--- src/rtl/angle_step_driver.sv ---
// Two-channel step/dir driver: takes a joint angle target pair, steps both joints
// toward it at a fixed rate, then pulses done and returns to idle.
module angle_step_driver #(
  parameter int STEP_DIV = 5000,
  parameter int PULSE_W  = 50,
  parameter int SETTLE   = 4
) (
  input  logic               clk,
  input  logic               reset,
  input  logic signed [12:0] th1_in,
  input  logic signed [12:0] th2_in,
  input  logic               angles_valid,
  input  logic               home,
  output logic               ready,
  output logic               busy,
  output logic               done,
  output logic               step1,
  output logic               step2,
  output logic               dir1,
  output logic               dir2,
  output logic signed [12:0] pos1,
  output logic signed [12:0] pos2
);

  localparam int DATA_W = 13;
  localparam int CNT_W  = $clog2(STEP_DIV);
  localparam int SET_W  = $clog2(SETTLE + 1);

  typedef enum logic [2:0] {IDLE, LOAD, DIR_SETUP, RUN, DONE} state_t;

  state_t                    state, state_nxt;
  logic signed [DATA_W-1:0]  tgt1, tgt2;
  logic signed [DATA_W:0]    delta1, delta2;
  logic        [DATA_W-1:0]  rem1, rem2;
  logic        [CNT_W-1:0]   cnt;
  logic        [SET_W-1:0]   scnt;
  logic                      act1, act2;
  logic                      settle_end, period_end, rem_zero, start_period;

  // Magnitude of a 14-bit delta; the delta range is +/-8191 so it always fits 13 bits.
  function automatic logic [DATA_W-1:0] mag(input logic signed [DATA_W:0] d);
    mag = d[DATA_W] ? DATA_W'(-d) : DATA_W'(d);
  endfunction

  function automatic logic signed [DATA_W-1:0] step_pos(input logic signed [DATA_W-1:0] p,
                                                        input logic neg);
    step_pos = neg ? p - DATA_W'(1) : p + DATA_W'(1);
  endfunction

  assign delta1 = $signed({tgt1[DATA_W-1], tgt1}) - $signed({pos1[DATA_W-1], pos1});
  assign delta2 = $signed({tgt2[DATA_W-1], tgt2}) - $signed({pos2[DATA_W-1], pos2});

  assign settle_end   = (state == DIR_SETUP) && (scnt == SET_W'(SETTLE - 1));
  assign period_end   = (state == RUN) && (cnt == CNT_W'(STEP_DIV - 1));
  assign rem_zero     = (rem1 == '0) && (rem2 == '0);
  // Positions advance on the edge that opens a step period, so pos changes with the rising step.
  assign start_period = (settle_end || period_end) && !rem_zero;

  always_ff @(posedge clk or posedge reset) begin
    if (reset) state <= IDLE;
    else       state <= state_nxt;
  end

  always_comb begin
    state_nxt = state;
    case (state)
      IDLE:      if (angles_valid) state_nxt = LOAD;
      LOAD:      state_nxt = DIR_SETUP;
      DIR_SETUP: if (settle_end) state_nxt = rem_zero ? DONE : RUN;
      RUN:       if (period_end && rem_zero) state_nxt = DONE;
      DONE:      state_nxt = IDLE;
      default:   state_nxt = IDLE;
    endcase
  end

  always_ff @(posedge clk or posedge reset) begin
    if (reset) begin
      tgt1 <= '0;
      tgt2 <= '0;
      pos1 <= '0;
      pos2 <= '0;
      rem1 <= '0;
      rem2 <= '0;
      dir1 <= 1'b0;
      dir2 <= 1'b0;
      cnt  <= '0;
      scnt <= '0;
      act1 <= 1'b0;
      act2 <= 1'b0;
    end else begin
      case (state)
        IDLE: begin
          if (angles_valid) begin
            tgt1 <= th1_in;
            tgt2 <= th2_in;
          end else if (home) begin
            pos1 <= '0;
            pos2 <= '0;
          end
        end
        LOAD: begin
          dir1 <= delta1[DATA_W];
          dir2 <= delta2[DATA_W];
          rem1 <= mag(delta1);
          rem2 <= mag(delta2);
          scnt <= '0;
          cnt  <= '0;
          act1 <= 1'b0;
          act2 <= 1'b0;
        end
        DIR_SETUP: scnt <= scnt + SET_W'(1);
        RUN:       cnt  <= period_end ? '0 : cnt + CNT_W'(1);
        default: ;
      endcase
      if (start_period) begin
        cnt  <= '0;
        act1 <= (rem1 != '0);
        act2 <= (rem2 != '0);
        if (rem1 != '0) begin
          pos1 <= step_pos(pos1, dir1);
          rem1 <= rem1 - DATA_W'(1);
        end
        if (rem2 != '0) begin
          pos2 <= step_pos(pos2, dir2);
          rem2 <= rem2 - DATA_W'(1);
        end
      end
    end
  end

  assign ready = (state == IDLE);
  assign busy  = (state != IDLE);
  assign done  = (state == DONE);
  assign step1 = (state == RUN) && act1 && (cnt < CNT_W'(PULSE_W));
  assign step2 = (state == RUN) && act2 && (cnt < CNT_W'(PULSE_W));

endmodule

--- config.mk ---
export PLATFORM = sky130hd
export DESIGN_NAME = angle_step_driver
export DESIGN_NICKNAME = d
export VERILOG_FILES = /design/src/rtl/angle_step_driver.sv
export SDC_FILE = /design/constraint.sdc
export NUM_CORES = 1
export LEC_CHECK = 0
export BUFFER_PORTS_ARGS = -buffer_cell sky130_fd_sc_hd__buf_4
export CAP_MARGIN = 40
export CORE_MARGIN = 5
export CORE_UTILIZATION = 46
export DETAILED_ROUTE_END_ITERATION = 8
export PLACE_DENSITY = 0.65
export SKIP_LAST_GASP = 1
export SLEW_MARGIN = 20
export SYNTH_ARGS = -nofsm -noshare
export SYNTH_HDL_FRONTEND = slang
export SYNTH_SLANG_ARGS = --single-unit
--- constraint.sdc ---
create_clock -name clk -period 5.2 [get_ports clk]
set_clock_uncertainty 0.05 [all_clocks]
set_input_delay 1.04 -clock clk [delete_from_list [all_inputs] [get_ports clk]]
set_output_delay 1.04 -clock clk [all_outputs]
set_load 0.05 [all_outputs]
==> results of run 1 <==
==> sequential cells by signal, indices dropped and copies added, names as in the netlist <==
register / flops
rem2: 13
scnt: 3
dir1: 1
pos1: 13
state: 3
act1: 1
pos2: 13
tgt1: 13
rem1: 13
tgt2: 13
cnt: 13
act2: 1
dir2: 1
==> area by class of cell <==
type | instances | area (sq um)
clock buffers | 9 | 225
clock inverters | 7 | 75.1
fillers | 1621 | 7810
flip-flops and latches | 101 | 2530
repair buffers | 70 | 547
inverters | 58 | 220
multi-input cells | 711 | 4780
well taps | 220 | 275
==> metal layers <==
layer | track usage [%] | wire (um)
met3 | 4.28 | 616
met5 | 0 | 0
met2 | 28.6 | 7790
met1 | 26.9 | 9170
met4 | 3.81 | 175
==> worst max path at each step <==
stage | cells past startpoint | endpoint | start | slack, ns
2_1_floorplan | 1 | act1 | reset | 1.46
3_3_place_gp | 9 | cnt[6] | rem1[0] | 1.62
3_5_place_dp | 11 | rem1[11] | pos1[0] | 1.74
4_1_cts | 11 | rem1[11] | pos1[0] | 1.72
5_1_grt | 11 | rem1[11] | pos1[0] | 1.39
6_report | 11 | rem1[11] | pos1[0] | 1.71
==> cells in the final DEF, fill, tap and decap left out, types with 10 or more instances in the layout <==
master                     netlist  final
sky130_fd_sc_hd__xor2_1         25     25
sky130_fd_sc_hd__mux2_2         25     25
sky130_fd_sc_hd__dfrtp_1       101    101
sky130_fd_sc_hd__or3_1          10     10
sky130_fd_sc_hd__a21oi_1        54     54
sky130_fd_sc_hd__a211oi_1       10     10
sky130_fd_sc_hd__and3_1         13     13
sky130_fd_sc_hd__ha_1           55     55
sky130_fd_sc_hd__a21o_1         15     15
sky130_fd_sc_hd__nand3_1        61     61
sky130_fd_sc_hd__nor3_1         29     28
sky130_fd_sc_hd__nor2_1         78     78
sky130_fd_sc_hd__xnor2_1        30     30
sky130_fd_sc_hd__nand2b_1       11     11
sky130_fd_sc_hd__buf_4           0     67
sky130_fd_sc_hd__nand2_1        57     57
sky130_fd_sc_hd__nor2b_1        14     14
sky130_fd_sc_hd__a211o_1        11     11
sky130_fd_sc_hd__o21ai_0        81     81
sky130_fd_sc_hd__o21a_1         11     11
sky130_fd_sc_hd__inv_1          58     57
==> power groups by stage <==
stage | combinational [uW] | sequential (uW) | clock [uW]
finish | 4010 | 1430 | 703
global route | 4470 | 1480 | 762
CTS | 4010 | 1420 | 727
detailed placement | 3990 | 1430 | 0
global placement | 3940 | 1430 | 0
floorplan | 2850 | 1700 | 0
==> metrics by stage <==
stage | power, uW | instances | util (%) | instance area, sq um
after floorplan | 4550 | 907 | - | 7670
after global placement | 5370 | 1157 | 50.4 | 8300
after detailed placement | 5420 | 1160 | 50.7 | 8350
after CTS | 6160 | 1176 | 52.6 | 8650
after global routing | 6720 | 1176 | 52.6 | 8650
final | 6140 | 1176 | 52.6 | 8650
==> worst max-delay path, stage by stage, from the launching register on <==
cell and delay, ns:
sky130_fd_sc_hd__dfrtp_1 0.45, sky130_fd_sc_hd__ha_1 0.20, sky130_fd_sc_hd__inv_1 0.05, sky130_fd_sc_hd__fa_1 0.46, sky130_fd_sc_hd__a211oi_1 0.36, sky130_fd_sc_hd__nor2_1 0.13
sky130_fd_sc_hd__a211oi_1 0.51, sky130_fd_sc_hd__nand3_1 0.17, sky130_fd_sc_hd__nor4_2 0.38, sky130_fd_sc_hd__a31oi_1 0.17, sky130_fd_sc_hd__xor2_1 0.22, sky130_fd_sc_hd__a221oi_2 0.26
==> logic make-up after synthesis <==
family / count (synthesis) / share of synthesized area [%]
compound gates: 252 / 21.3
xor+xnor: 55 / 6.28
fa+ha+maj: 59 / 10.0
buf+inv: 95 / 4.76
flops: 101 / 32.9
mux: 27 / 3.93
simple gates: 318 / 20.8
==> run summary, run 1 <==
In the synthesized netlist the async set-or-reset flop fraction comes to 100%. The worst register-to-register path begins at pos1[0]. The number of antenna violations at the first check in global routing is 0, and the hold path depth is 2. The biggest area contributor in the post-synthesis netlist is sky130_fd_sc_hd__dfrtp_1. The clock tree synthesis step divided the H-tree into 3 levels.

Setup violations remaining at the end of the flow were counted as 0. For this run, the number of Yosys warnings is 0. The number of synthesized flops with an enable pin is 0. For the pin with the worst max-slew slack, the measured transition is 0.812 ns. The floorplan step defined a die boundary enclosing 0.0194 sq mm. Horizontal die dimension: 139 um.

In this run the deepest clock path goes through 2 buffers. Measured against its own limit, the worst slew margin works out to 45.7%. Of the total power, registers draw 23.2%.

The setup slack of the most critical reg-to-reg path came out at 1.71 ns. Ranked by instance count, the synthesized netlist is headed by 101 x sky130_fd_sc_hd__dfrtp_1, 81 x sky130_fd_sc_hd__o21ai_0, 78 x sky130_fd_sc_hd__nor2_1. Once routing completed, OpenROAD measured the worst setup slack at 1.71 ns. The vias per cell is 5.59.

The number of setup buffers added after CTS is 0. The count of max-cap constraint violations was 0. Internal power comes to 3100 uW. The smallest hold slack was 0.443 ns. The flip-flop cell with the highest count after synthesis is sky130_fd_sc_hd__dfrtp_1. By area the synthesized netlist is led by sky130_fd_sc_hd__dfrtp_1 33%, sky130_fd_sc_hd__ha_1 9.0%, sky130_fd_sc_hd__o21ai_0 5.3%, sky130_fd_sc_hd__nand3_1 4.0%, sky130_fd_sc_hd__nor2_1 3.8%.

The tools report the number of global-route vias before repair as 6283. In this run the remaining antenna-violating nets after routing total 0. The total overflow left after global routing is 0. Clock input transition at the sequential cells of the worst setup and hold paths: 0.07 ns. The maximum frequency from static timing analysis was 287 MHz; the maximum number of pins on one net before global-route repair was 55. The run gives 0.00767 sq mm as the post-synthesis cell area. The most instantiated library cell after synthesis was sky130_fd_sc_hd__dfrtp_1. The overall via count from detail_route was 6570; the synthesis-to-finish area growth was 12.8%. Synthesis produced a netlist whose cell count is 907.

Along the worst path, the maximum fanout reaches 6. Summed over all nets, the half-perimeter wirelength after detailed placement is 12.8 mm. The flow ran to the end, and the final reports show no timing, DRC or antenna violations. In this run the core area contains 47 standard-cell rows.

STA puts the critical path data required time at 5.43 ns. Setup repair after global routing left no endpoint under its margin. The share of the synthesized area in the top cell type is 32.9%. Synthesis instantiated 67 different standard cells from the library. The tools report the number of max-slew violations in the final report as 0. Worst min-delay path endpoint: scnt[2].

The run gives 0.390 mV as the worst voltage drop across the vdd grid. The run gives 9 as the number of buffers created by CTS. In this run the critical register-to-register path is captured at rem1[11]. The min-delay analysis places its worst path in the category flip-flop to flip-flop. The critical path in this run is classified as flip-flop to flip-flop. The clock period could shrink to 3.49 ns. The startpoint identified for the worst hold timing path is scnt[2]. Type of destination of the critical path: a flip-flop. The final hold violation count was 0.

The mean area per synthesized cell came out at 8.46 sq um. TritonCTS built the clock tree. Pin placement for this block handled 63 I/O pins. For this run, the post-layout net count is 1040. The logs give 0 for the number of instances resized during post-cts repair and 32.9% for the sequential cell area fraction in the yosys report. After layout, the worst path uses 67.1% of the clock period.

After detailed routing, the total wire length is 17.8 mm. Combinational logic is responsible for 65.3% of the overall power. The core region is 0.0165 sq mm. For this configuration, the core starts out at a cell density of 46.6%. Adding up every negative setup slack in the final design gives 0 ns. The static leakage power is 0.00384 uW, and the number of nets in the synthesized netlist is 996.

The last weighted congestion value of the routability-driven placer is 0.833, and the wire length of the first global-routing pass is 30.2 mm. CTS saw 101 sinks. For the post-route DRC violation count, the log shows 0.

The number of buffers inserted by hold repair at cts came out at 0. For this design the total switching power over the nets is 3040 uW. After the first detailed-routing iteration, the DRC count stood at 433. Data arrival time of the critical path: 3.71 ns.

Number of cells on the worst reg-to-reg path: 11. The detailed-routing iteration count for the pre-antenna-repair pass was 5; the fraction of layout cells with a size suffix above 1 was 13.6%. The fraction of power spent switching nets came out at 49.6%.

The repair_antennas step left the layout with diodes totalling 0. The power density over the cells is 710 mW/mm^2, and the clock network power share is 11.4%. In this run, synthesis produced a sequential element count of 101. Prior to clock tree synthesis, the placed netlist has a worst setup slack of 1.74 ns. Dividing the detail-routed wire length by the instance count gives 15.1 um.

Buffer type at the clock tree root: sky130_fd_sc_hd__clkbuf_16. The later pin in the worst-skew pair is clocked with a latency of 0.37 ns. The die is 139 um tall. The overall global routing resource usage came out at 18.6%. The total of buffers placed on input and output ports works out to 62.

The worst setup path is launched from a flip-flop.
Note: power is estimated with default switching activity, not from simulation.
==> run 2: changes to the inputs <==
==> constraint.sdc (replaced) <==
create_clock -name clk -period 3.39 [get_ports clk]
set_clock_uncertainty 0.05 [all_clocks]
set_input_delay 0.678 -clock clk [delete_from_list [all_inputs] [get_ports clk]]
set_output_delay 0.678 -clock clk [all_outputs]
set_load 0.05 [all_outputs]
==> run 2 against run 1 <==
Combinational power is 58% higher. First-iteration DRC count is 3.7% lower. Final cell count is 1.4% higher. Core utilization is 0.82 points higher. Total power is 56% higher. Sequential share of layout area is 0.43 points lower. Global-route usage is 0.31 points higher. Setup slack worse by 1.6 ns. Clock power is 52% higher. Routed wire length is 1.2% higher. Largest power group unchanged. Highest routed layer unchanged.
==> run summary, run 2 (synthesis results as in run 1) <==
The final instance area was 0.00879 sq mm. The pre-CTS setup slack was 0.127 ns; the number of clock sinks was 101. The critical path in this run is classified as flip-flop to flip-flop. The setup TNS after final layout was 0 ns; the register share of total power was 22.7%.

The floorplan step defined a die boundary enclosing 0.0194 sq mm. The cell row count was 47. The worst setup path is launched from a flip-flop. The horizontal die dimension is 139 um.

TritonCTS built the clock tree. Dividing the final minimum period by the clock period gives 96.1%. The number of max-slew violations in the final report was 0. The final hold violation count was 0. Clock latency on the worst-skew pair, taken at its later pin, is 0.36 ns. Global routing used 18.9% of the available tracks across all layers. Net switching is 49.0% of the power. The tools report the routed length on met1 as 9.04 mm. For the worst voltage drop across the vdd grid, the log shows 0.574 mV. The clock input transition at the sequential cells of the worst setup and hold paths was 0.07 ns; the setup slack of the most critical reg-to-reg path was 0.13 ns.

Cell internal power was estimated by the tool at 4880 uW. After detailed routing, the met2 layer carries 8.10 mm of wire. The floorplan step set the die height to 139 um. Headroom to the max-slew limit came out at 54.6%.

The combinational share of power was 66.1%. The tools report the antenna diode count as 0. Initial core utilization: 46.6%. In the post-route analysis, the smallest setup slack over all paths is 0.131 ns.

Summed over all nets, wire length on met3 after detailed routing comes to 695 um. Setup violations remaining at the end of the flow were counted as 0. After floorplanning, the core was sized to cover 0.0165 sq mm. Across the whole layout, storage elements account for 0.00253 sq mm. The finished layout holds 1193 standard cells, fillers aside. The fraction of layout cells with a size suffix above 1 is 15.5%, and the number of top-level design ports is 63.

Counting the buffers created by CTS gives 9. The tools report the buffer type at the clock tree root as sky130_fd_sc_hd__clkbuf_16. The library cell used most frequently in the layout, excluding fill and tap cells, is sky130_fd_sc_hd__dfrtp_1. The multi-input combinational cells in the finished layout cover a total of 0.00480 sq mm.

The synthesis-to-finish area growth works out to 14.6%. The clock passes through at most 2 buffers. The H-tree was split into 3 levels.

The remaining global-route overflow was 0; the total of buffers placed on input and output ports was 62. The final layout contains 1057 nets. The tools report the antenna violation net count after detailed routing as 0. The wire length of the first global-routing pass is 30.9 mm, and the last weighted congestion value of the routability-driven placer is 0.867. The pre-antenna-repair detailed-routing pass consisted of 5 iterations. The power density over the cells works out to 1090 mW/mm^2. The number of antenna violations at the first check in global routing came out at 0.

The highest metal layer with signal wires was met4. The top cell types in the final layout, fill and taps aside, are 100 x sky130_fd_sc_hd__dfrtp_1, 86 x sky130_fd_sc_hd__buf_4, 81 x sky130_fd_sc_hd__o21ai_0, 78 x sky130_fd_sc_hd__nor2_1, 61 x sky130_fd_sc_hd__nand3_1. Once detailed placement completed, the half-perimeter wirelength came to 13.2 mm. The run gives 18.0 mm as the routed wire length. The placed instance area is 0.00845 sq mm.

Hold repair after CTS inserted 0 buffers. In this run the worst path has a maximum fanout of 5. For this design the static power due to leakage is 0.00392 uW. After filler insertion, the fill cell instance count of the layout stands at 1591.

The wire length per cell works out to 15.1 um. The classification of the worst-slack hold path was input pin to asynchronous set/reset pin. Based on the critical path, the design can be clocked at up to 307 MHz.

The tools report the maximum number of pins on one net before global-route repair as 50. The run finished with clean final reports. For the count of routing violations after the opening detailed-route iteration, the log shows 417.

Data on the critical path is required at its endpoint by 3.63 ns. The share of total power dissipated in the clock network is 11.2%. The post-route DRC violation count was 0; the vias per cell was 5.58.

The tools report the number of global-route vias before repair as 6311. Summing over every cut layer, the via total after detailed routing is 6662. In this run the power spent charging and discharging nets is 4690 uW. Max-cap violations in this run came to 0.

The post-route minimum period is 3.26 ns. Type of destination of the critical path: a flip-flop. STA puts the critical path data arrival time at 3.50 ns. Setup repair after global routing could not meet its margin everywhere. For the pin with the worst max-slew slack, the measured transition is 0.681 ns. The number of cells in the design after placement was 1174. For the smallest hold slack, the log shows 0.346 ns.
==> run 2: power groups by stage <==
stage / sequential, uW / combinational [uW] / clock, uW
2_1_floorplan: 2610 / 4370 / 0
3_3_place_gp: 2190 / 6160 / 0
3_5_place_dp: 2190 / 6210 / 0
4_1_cts: 2180 / 6260 / 1100
5_1_grt: 2260 / 7100 / 1150
6_report: 2180 / 6320 / 1070
==> run 2: worst paths after layout <==
check                             start  cells past startpoint       end
min in group clk                scnt[2]                      2   scnt[2]
worst max-delay path            tgt2[0]                     13  rem2[12]
worst max register to register  tgt2[0]                     13  rem2[12]
worst min register to register  scnt[2]                      2   scnt[2]
worst min-delay path              reset                      2   rem2[0]
max in group asynchronous         reset                      3   pos2[0]
==> run 2: stage by stage <==
stage	power [uW]	util [%]
2_1_floorplan	6980	-
5_1_grt	10500	53.4
3_5_place_dp	8390	51.3
4_1_cts	9540	53.1
6_report	9570	53.4
3_3_place_gp	8350	51.3
==> run 2: routing by layer <==
| layer | vias to the layer above | track usage [%] |
|---|---|---|
| li1 | 3411 | - |
| met1 | 3128 | 27.3 |
| met2 | 112 | 29.7 |
| met3 | 11 | 3.90 |
| met4 | 0 | 3.40 |
| met5 | - | 0 |
==> run 2: area by class of cell <==
cell class | count | area share [%]
inverter | 58 | 2.52
sequential | 101 | 28.8
timing repair buffer | 87 | 7.57
multi-input combinational | 711 | 54.6
clock inverter | 7 | 0.854
tap | 220 | 3.13
clock buffer | 9 | 2.56
==> run 2: repair_timing <==
item	in CTS	in global routing
endpoints found under the setup margin	0	6
resized for setup	0	4
setup buffers	0	3
==> run 2: critical path, stage by stage, from the launching register on <==
cell	delay (ns)
sky130_fd_sc_hd__dfrtp_1	0.37
sky130_fd_sc_hd__inv_1	0.06
sky130_fd_sc_hd__ha_1	0.17
sky130_fd_sc_hd__inv_1	0.06
sky130_fd_sc_hd__fa_2	0.36
sky130_fd_sc_hd__a211o_1	0.38
sky130_fd_sc_hd__a211o_1	0.38
sky130_fd_sc_hd__a211oi_2	0.27
sky130_fd_sc_hd__o21a_1	0.19
sky130_fd_sc_hd__o22ai_2	0.10
sky130_fd_sc_hd__buf_4	0.16
sky130_fd_sc_hd__nor4_1	0.31
sky130_fd_sc_hd__mux2i_1	0.22
sky130_fd_sc_hd__nand3b_1	0.12
